$ cat config.mk
export PLATFORM = sky130hd
export DESIGN_NAME = oam_dma
export DESIGN_NICKNAME = d
export VERILOG_FILES = /design/src/rtl/oam_dma.sv
export SDC_FILE = /design/constraint.sdc
export NUM_CORES = 1
export LEC_CHECK = 0
export CORE_UTILIZATION = 53
export CTS_CLUSTER_DIAMETER = 40
export DETAILED_ROUTE_END_ITERATION = 7
export GPL_TIMING_DRIVEN = 0
export PLACE_DENSITY = 0.86
export SETUP_SLACK_MARGIN = 0.3
export SLEW_MARGIN = 10
export SYNTH_ARGS = -nofsm -noshare
export SYNTH_HDL_FRONTEND = slang
export SYNTH_SLANG_ARGS = --single-unit
export TNS_END_PERCENT = 50
$ cat constraint.sdc
create_clock -name iClock -period 6.05 [get_ports iClock]
set_input_delay 0.605 -clock iClock [delete_from_list [all_inputs] [get_ports iClock]]
set_output_delay 0.605 -clock iClock [all_outputs]
set_load 0.03 [all_outputs]
$ cat src/rtl/oam_dma.sv
// -----------------------------------------------------------------------------
// oam_dma
//   OAM DMA engine. Snoops CPU writes to the DMA register and copies NUM_BYTES
//   bytes from {hi,8'h00}.. into sprite OAM, one source read per cycle.
//
//   Ports
//     iClock          system clock, rising edge
//     iReset          asynchronous, active-low reset
//     iCpuWe          CPU write strobe
//     iCpuAddr        CPU address
//     iCpuData        CPU write data
//     oDmaReg         last value written to DMA_REG_ADDR (readback)
//     oDmaActive      transfer in progress (START/XFER/DRAIN)
//     oSrcReadRequest source read strobe
//     oSrcAddr        source address {hi,idx}, zero when not reading
//     iSrcData        source data, valid RD_LATENCY cycles after the address
//     oOamWe          OAM write enable
//     oOamAddr        OAM offset 0..NUM_BYTES-1 (MMU adds 0xFE00)
//     oOamData        OAM write data (iSrcData while oOamWe=1, else 0)
// -----------------------------------------------------------------------------
module oam_dma #(
    parameter logic [15:0] DMA_REG_ADDR = 16'hFF46,
    parameter int          NUM_BYTES    = 160,
    parameter int          RD_LATENCY   = 1,
    parameter int          START_DELAY  = 1
) (
    input  logic        iClock,
    input  logic        iReset,
    input  logic        iCpuWe,
    input  logic [15:0] iCpuAddr,
    input  logic [7:0]  iCpuData,
    output logic [7:0]  oDmaReg,
    output logic        oDmaActive,
    output logic        oSrcReadRequest,
    output logic [15:0] oSrcAddr,
    input  logic [7:0]  iSrcData,
    output logic        oOamWe,
    output logic [7:0]  oOamAddr,
    output logic [7:0]  oOamData
);

    typedef enum logic [1:0] {
        S_IDLE  = 2'd0,
        S_START = 2'd1,
        S_XFER  = 2'd2,
        S_DRAIN = 2'd3
    } state_t;

    localparam logic [7:0] LAST_IDX   = 8'(NUM_BYTES - 1);
    localparam logic [7:0] START_LAST = 8'(START_DELAY - 1);
    localparam logic [7:0] DRAIN_LAST = 8'(RD_LATENCY - 1);

    // Source pages 0xE0..0xFF mirror work RAM 0xC0..0xDF (echo RAM).
    function automatic logic [7:0] echo_alias(input logic [7:0] page);
        if (page >= 8'hE0) begin
            return page - 8'h20;
        end else begin
            return page;
        end
    endfunction

    state_t                          state_q, state_d;
    logic [7:0]                      cnt_q, cnt_d;
    logic [7:0]                      idx_q, idx_d;
    logic [7:0]                      hi_q, hi_d;
    logic [7:0]                      reg_q, reg_d;
    logic                            req_q, req_d;
    logic [15:0]                     addr_q, addr_d;
    logic                            active_q, active_d;
    logic [RD_LATENCY-1:0]           pipe_v_q, pipe_v_d;
    logic [RD_LATENCY-1:0][7:0]      pipe_idx_q, pipe_idx_d;
    logic                            trigger_s;

    assign trigger_s = iCpuWe && (iCpuAddr == DMA_REG_ADDR);

    // Next-state, counters and registered source-port values.
    always_comb begin
        state_d = state_q;
        cnt_d   = cnt_q;
        idx_d   = idx_q;
        hi_d    = hi_q;
        reg_d   = reg_q;
        req_d   = 1'b0;
        addr_d  = 16'h0000;
        if (trigger_s) begin
            // Fresh trigger and retrigger behave the same: restart from START.
            reg_d   = iCpuData;
            hi_d    = echo_alias(iCpuData);
            state_d = S_START;
            cnt_d   = 8'd0;
            idx_d   = 8'd0;
        end else begin
            case (state_q)
                S_IDLE: begin
                    state_d = S_IDLE;
                end
                S_START: begin
                    if (cnt_q == START_LAST) begin
                        state_d = S_XFER;
                        idx_d   = 8'd0;
                        req_d   = 1'b1;
                        addr_d  = {hi_q, 8'h00};
                    end else begin
                        cnt_d = cnt_q + 8'd1;
                    end
                end
                S_XFER: begin
                    // idx_q is the index currently on oSrcAddr.
                    if (idx_q == LAST_IDX) begin
                        state_d = S_DRAIN;
                        cnt_d   = 8'd0;
                    end else begin
                        idx_d  = idx_q + 8'd1;
                        req_d  = 1'b1;
                        addr_d = {hi_q, idx_q + 8'd1};
                    end
                end
                S_DRAIN: begin
                    if (cnt_q == DRAIN_LAST) begin
                        state_d = S_IDLE;
                    end else begin
                        cnt_d = cnt_q + 8'd1;
                    end
                end
                default: begin
                    state_d = S_IDLE;
                end
            endcase
        end
        active_d = (state_d != S_IDLE);
    end

    // Read pipeline: tracks which index each in-flight read belongs to.
    always_comb begin
        pipe_v_d   = pipe_v_q;
        pipe_idx_d = pipe_idx_q;
        if (trigger_s) begin
            // Flush: reads already issued for the old transfer are dropped.
            pipe_v_d   = '0;
            pipe_idx_d = '0;
        end else begin
            pipe_v_d[0]   = req_q;
            pipe_idx_d[0] = req_q ? idx_q : 8'h00;
            for (int i = 1; i < RD_LATENCY; i++) begin
                pipe_v_d[i]   = pipe_v_q[i-1];
                pipe_idx_d[i] = pipe_idx_q[i-1];
            end
        end
    end

    // State and output registers.
    always_ff @(posedge iClock or negedge iReset) begin
        if (!iReset) begin
            state_q    <= S_IDLE;
            cnt_q      <= 8'd0;
            idx_q      <= 8'd0;
            hi_q       <= 8'h00;
            reg_q      <= 8'h00;
            req_q      <= 1'b0;
            addr_q     <= 16'h0000;
            active_q   <= 1'b0;
            pipe_v_q   <= '0;
            pipe_idx_q <= '0;
        end else begin
            state_q    <= state_d;
            cnt_q      <= cnt_d;
            idx_q      <= idx_d;
            hi_q       <= hi_d;
            reg_q      <= reg_d;
            req_q      <= req_d;
            addr_q     <= addr_d;
            active_q   <= active_d;
            pipe_v_q   <= pipe_v_d;
            pipe_idx_q <= pipe_idx_d;
        end
    end

    assign oDmaReg         = reg_q;
    assign oDmaActive      = active_q;
    assign oSrcReadRequest = req_q;
    assign oSrcAddr        = addr_q;
    assign oOamWe          = pipe_v_q[RD_LATENCY-1];
    assign oOamAddr        = pipe_idx_q[RD_LATENCY-1];
    // Source data is combinational into OAM; gated so idle cycles show 0.
    assign oOamData        = oOamWe ? iSrcData : 8'h00;

endmodule

==> impl_results.md <==
- Final WS setup: 3560 ps
- Sw Share: 0.203
- Die Width: 77.2 um
- F_max: 401 MHz
- Synth area leader: dfrtp_1
- Initial Utilization: 0.547
- Share of layout cells above drive strength 1: 0.124
- Ports: 78
- Clock slew at reported path FFs: 100 ps
- Most frequent cell after synthesis: dfrtp_1
- Max Slew Vio Count: 0
- FP Rows: 27
- Detailed Routing Iterations Pass 1: 4
- Cell Area, Synth: 3000 um2
- Yosys cell types: 58
- Routed len/inst: 16.2 um
- WL final: 7320 um
- Status: finished clean
- CTS H-Tree Depth: 2
- Routed Antenna Nets: 0
- Max-cap violation count: 0
- ANT cells: 0
- TritonCTS Sinks: 56
- Leak: 1.77 nW
- Vias: 2,617
- Port Buf Inserts: 77
- Worst-Margin Slew: 704 ps
- Crit share post-route: 0.412
- Placed instance count: 443
- Final Hold Viols: 0
- Area growth from synthesis to layout: 33.3%
- Die Area: 5960 um2
- FF/Latch Area: 1400 um2
- Class of the worst hold path: in -> async
- Slew headroom: 0.530
- CP required: 6250 ps
- Seq cells post-synth: 56
- Global Route Usage Sum: 0.260
- Postcts setup bufs: 0
- Clk network pwr share: 0.385
- Flop pwr share: 0.561
- Post-Syn Nets: 337
- GPL Wtd Cong: 0.825
- Power Dens Cells: 167 nW/um2
- Tot Pwr: 0.667 mW
- EDFF count, synth: 0
- Dominant synthesized flop cell: dfrtp_1
- Final min period: 2490 ps
- DIE HEIGHT: 77.2 um
- Critical path type: in -> reg
- RSZ-0062 raised after global routing: no
- Crit-path max FO: 10
- DP HPWL: 5380 um
- GRT overflow: 0
- Largest net degree at the start of global routing: 36
- Synth area leaders: dfrtp_1, mux2_2, and2_1
- Total Negative Setup Slacks: 0 ps
- Register area share after synthesis: 0.468
- Clock skew: 10.4 ps
- Area taken by multi-input logic gates: 1430 um2
- Initial antenna violation count: 0
- Pre-CTS setup slack: 3240 ps
- Worst-Skew Late Latency: 310 ps
- Top cell type's share of synthesized area: 0.468
- Max rail drop VDD: 105 uV
- Avg Inst Size Synth: 10.2 um2
- Yosys warnings: 0
- CTS tree: done
- Post-CTS Resized: 0
- Vias in the first global route: 2,571
- Critical path launch point type: input pin
- Non-filler cells, final: 451
- Clock Path Buffers: 2
- Fillers: 373
- Comb power frac: 0.054
- Switching power: 0.135 mW
- Cell Int Power: 0.532 mW
- Post-synth top cells: dfrtp_1, and2_1, nand2_1
- Core ar.: 5470 um2
- Final setup fails: 0
- Post-synthesis async set-or-reset flop share: 1.00
- Post-synthesis cell count: 293
- Root Driver: clkbuf_8
- Layout Utilization: 0.730
- Drt drc: 0
- CP arrival: 2690 ps
- DR vias/cell: 5.80
- NumNets Final: 422
- Post-CTS Hold Buffers: 0
- First-pass GRT wire length: 12,200 um
- Iteration-0 DRC count of the detailed router: 178
- Num CTS Buffers: 5
- CP endpoint kind: flip-flop
[worst max-delay path, cell delays in order]
cell and delay (ps):
clkdlybuf4s50_1 390, or4b_1 570, nor2_1 140, and3_1 170
clkbuf_1 200, buf_4 250, mux2_2 370
[path summary, 6_finish.rpt]
path | end | slack [ps] | depth (start not counted) | from
min reg2reg | oSrcAddr[15]$_DFF_PN0_ | 490 | 1 | hi_q[7]$_DFFE_PN0N_
min | hi_q[0]$_DFFE_PN0N_ | 240 | 1 | iReset
min in group iClock | oSrcAddr[15]$_DFF_PN0_ | 490 | 1 | hi_q[7]$_DFFE_PN0N_
max | hi_q[5]$_DFFE_PN0N_ | 3560 | 7 | iCpuAddr[3]
max in group asynchronous | idx_q[7]$_DFFE_PN0P_ | 5250 | 2 | iReset
max reg2reg | cnt_q[5]$_DFFE_PN0P_ | 3580 | 7 | state_q[0]$_DFF_PN0_
[cell usage in the layout, fill, tap and decap left out, drive strengths merged, types with 2 or more instances in the layout]
cell type and n:
a211oi 2, a21boi 2, a21oi 13, a31oi 14
a32oi 2, and2 18, and3 14, and4 3
buf 14, clkbuf 17, clkdlybuf4s50 76, dfrtp 56
ha 9, inv 10, mux2 11, mux2i 2
nand2 16, nand2b 2, nand3 11, nand4 6
nand4b 4, nor2 13, nor3 9, nor3b 2
nor4 8, o2111ai 2, o21ai 12, or2 2
or4 3, xnor2 3, xor2 3
[state kept, by name, summed over array words and instances (netlist names)]
signal,cells
cnt_q,8
hi_q,8
oOamWe,1
oDmaActive,1
oDmaReg,3
oSrcReadRequest,1
oSrcAddr,16
oOamAddr,8
state_q,2
idx_q,8
[through the flow]
step | hold slack [ps] | cell area [um2]
after CTS | 248 | 3990
final | 237 | 3990
after global routing | 266 | 3990
after detailed placement | 476 | 3870
after floorplan | 309 | 3000
after global placement | 469 | 3860
[cell type report]
type | instances | share of cell area
Buffer | 23 | 0.0329
Clock buffer | 6 | 0.0207
Clock inverter | 2 | 0.00971
Inverter | 10 | 0.00940
Multi-Input combinational cell | 204 | 0.357
Sequential cell | 56 | 0.351
Tap cell | 72 | 0.0226
Timing Repair Buffer | 78 | 0.197
[per-layer routing]
layer,share of wire,GRT usage,wire length [um],vias up
met4,0.020,0.0943,144,0
met1,0.40,0.318,2920,1241
met2,0.51,0.458,3720,122
li1,-,-,-,1240
met5,0,0,0,-
met3,0.074,0.0440,539,14
[logic make-up after synthesis]
group / count (synthesis) / synth area share
fa+ha+maj: 9 / 0.0376
flops: 56 / 0.468
xor+xnor: 6 / 0.0175
compound gates: 60 / 0.141
buf+inv: 33 / 0.0564
simple gates: 116 / 0.231
mux: 13 / 0.0480
[power by group through the flow]
stage               Combinational [mW]  Sequential (mW)  Clock (mW)
finish                          0.0360            0.374       0.256
global route                    0.0395            0.374       0.276
CTS                             0.0365            0.374       0.261
detailed placement              0.0362            0.382           0
global placement                0.0337            0.382           0
floorplan                      0.00396            0.382           0
Note: power is estimated with default switching activity, not from simulation.
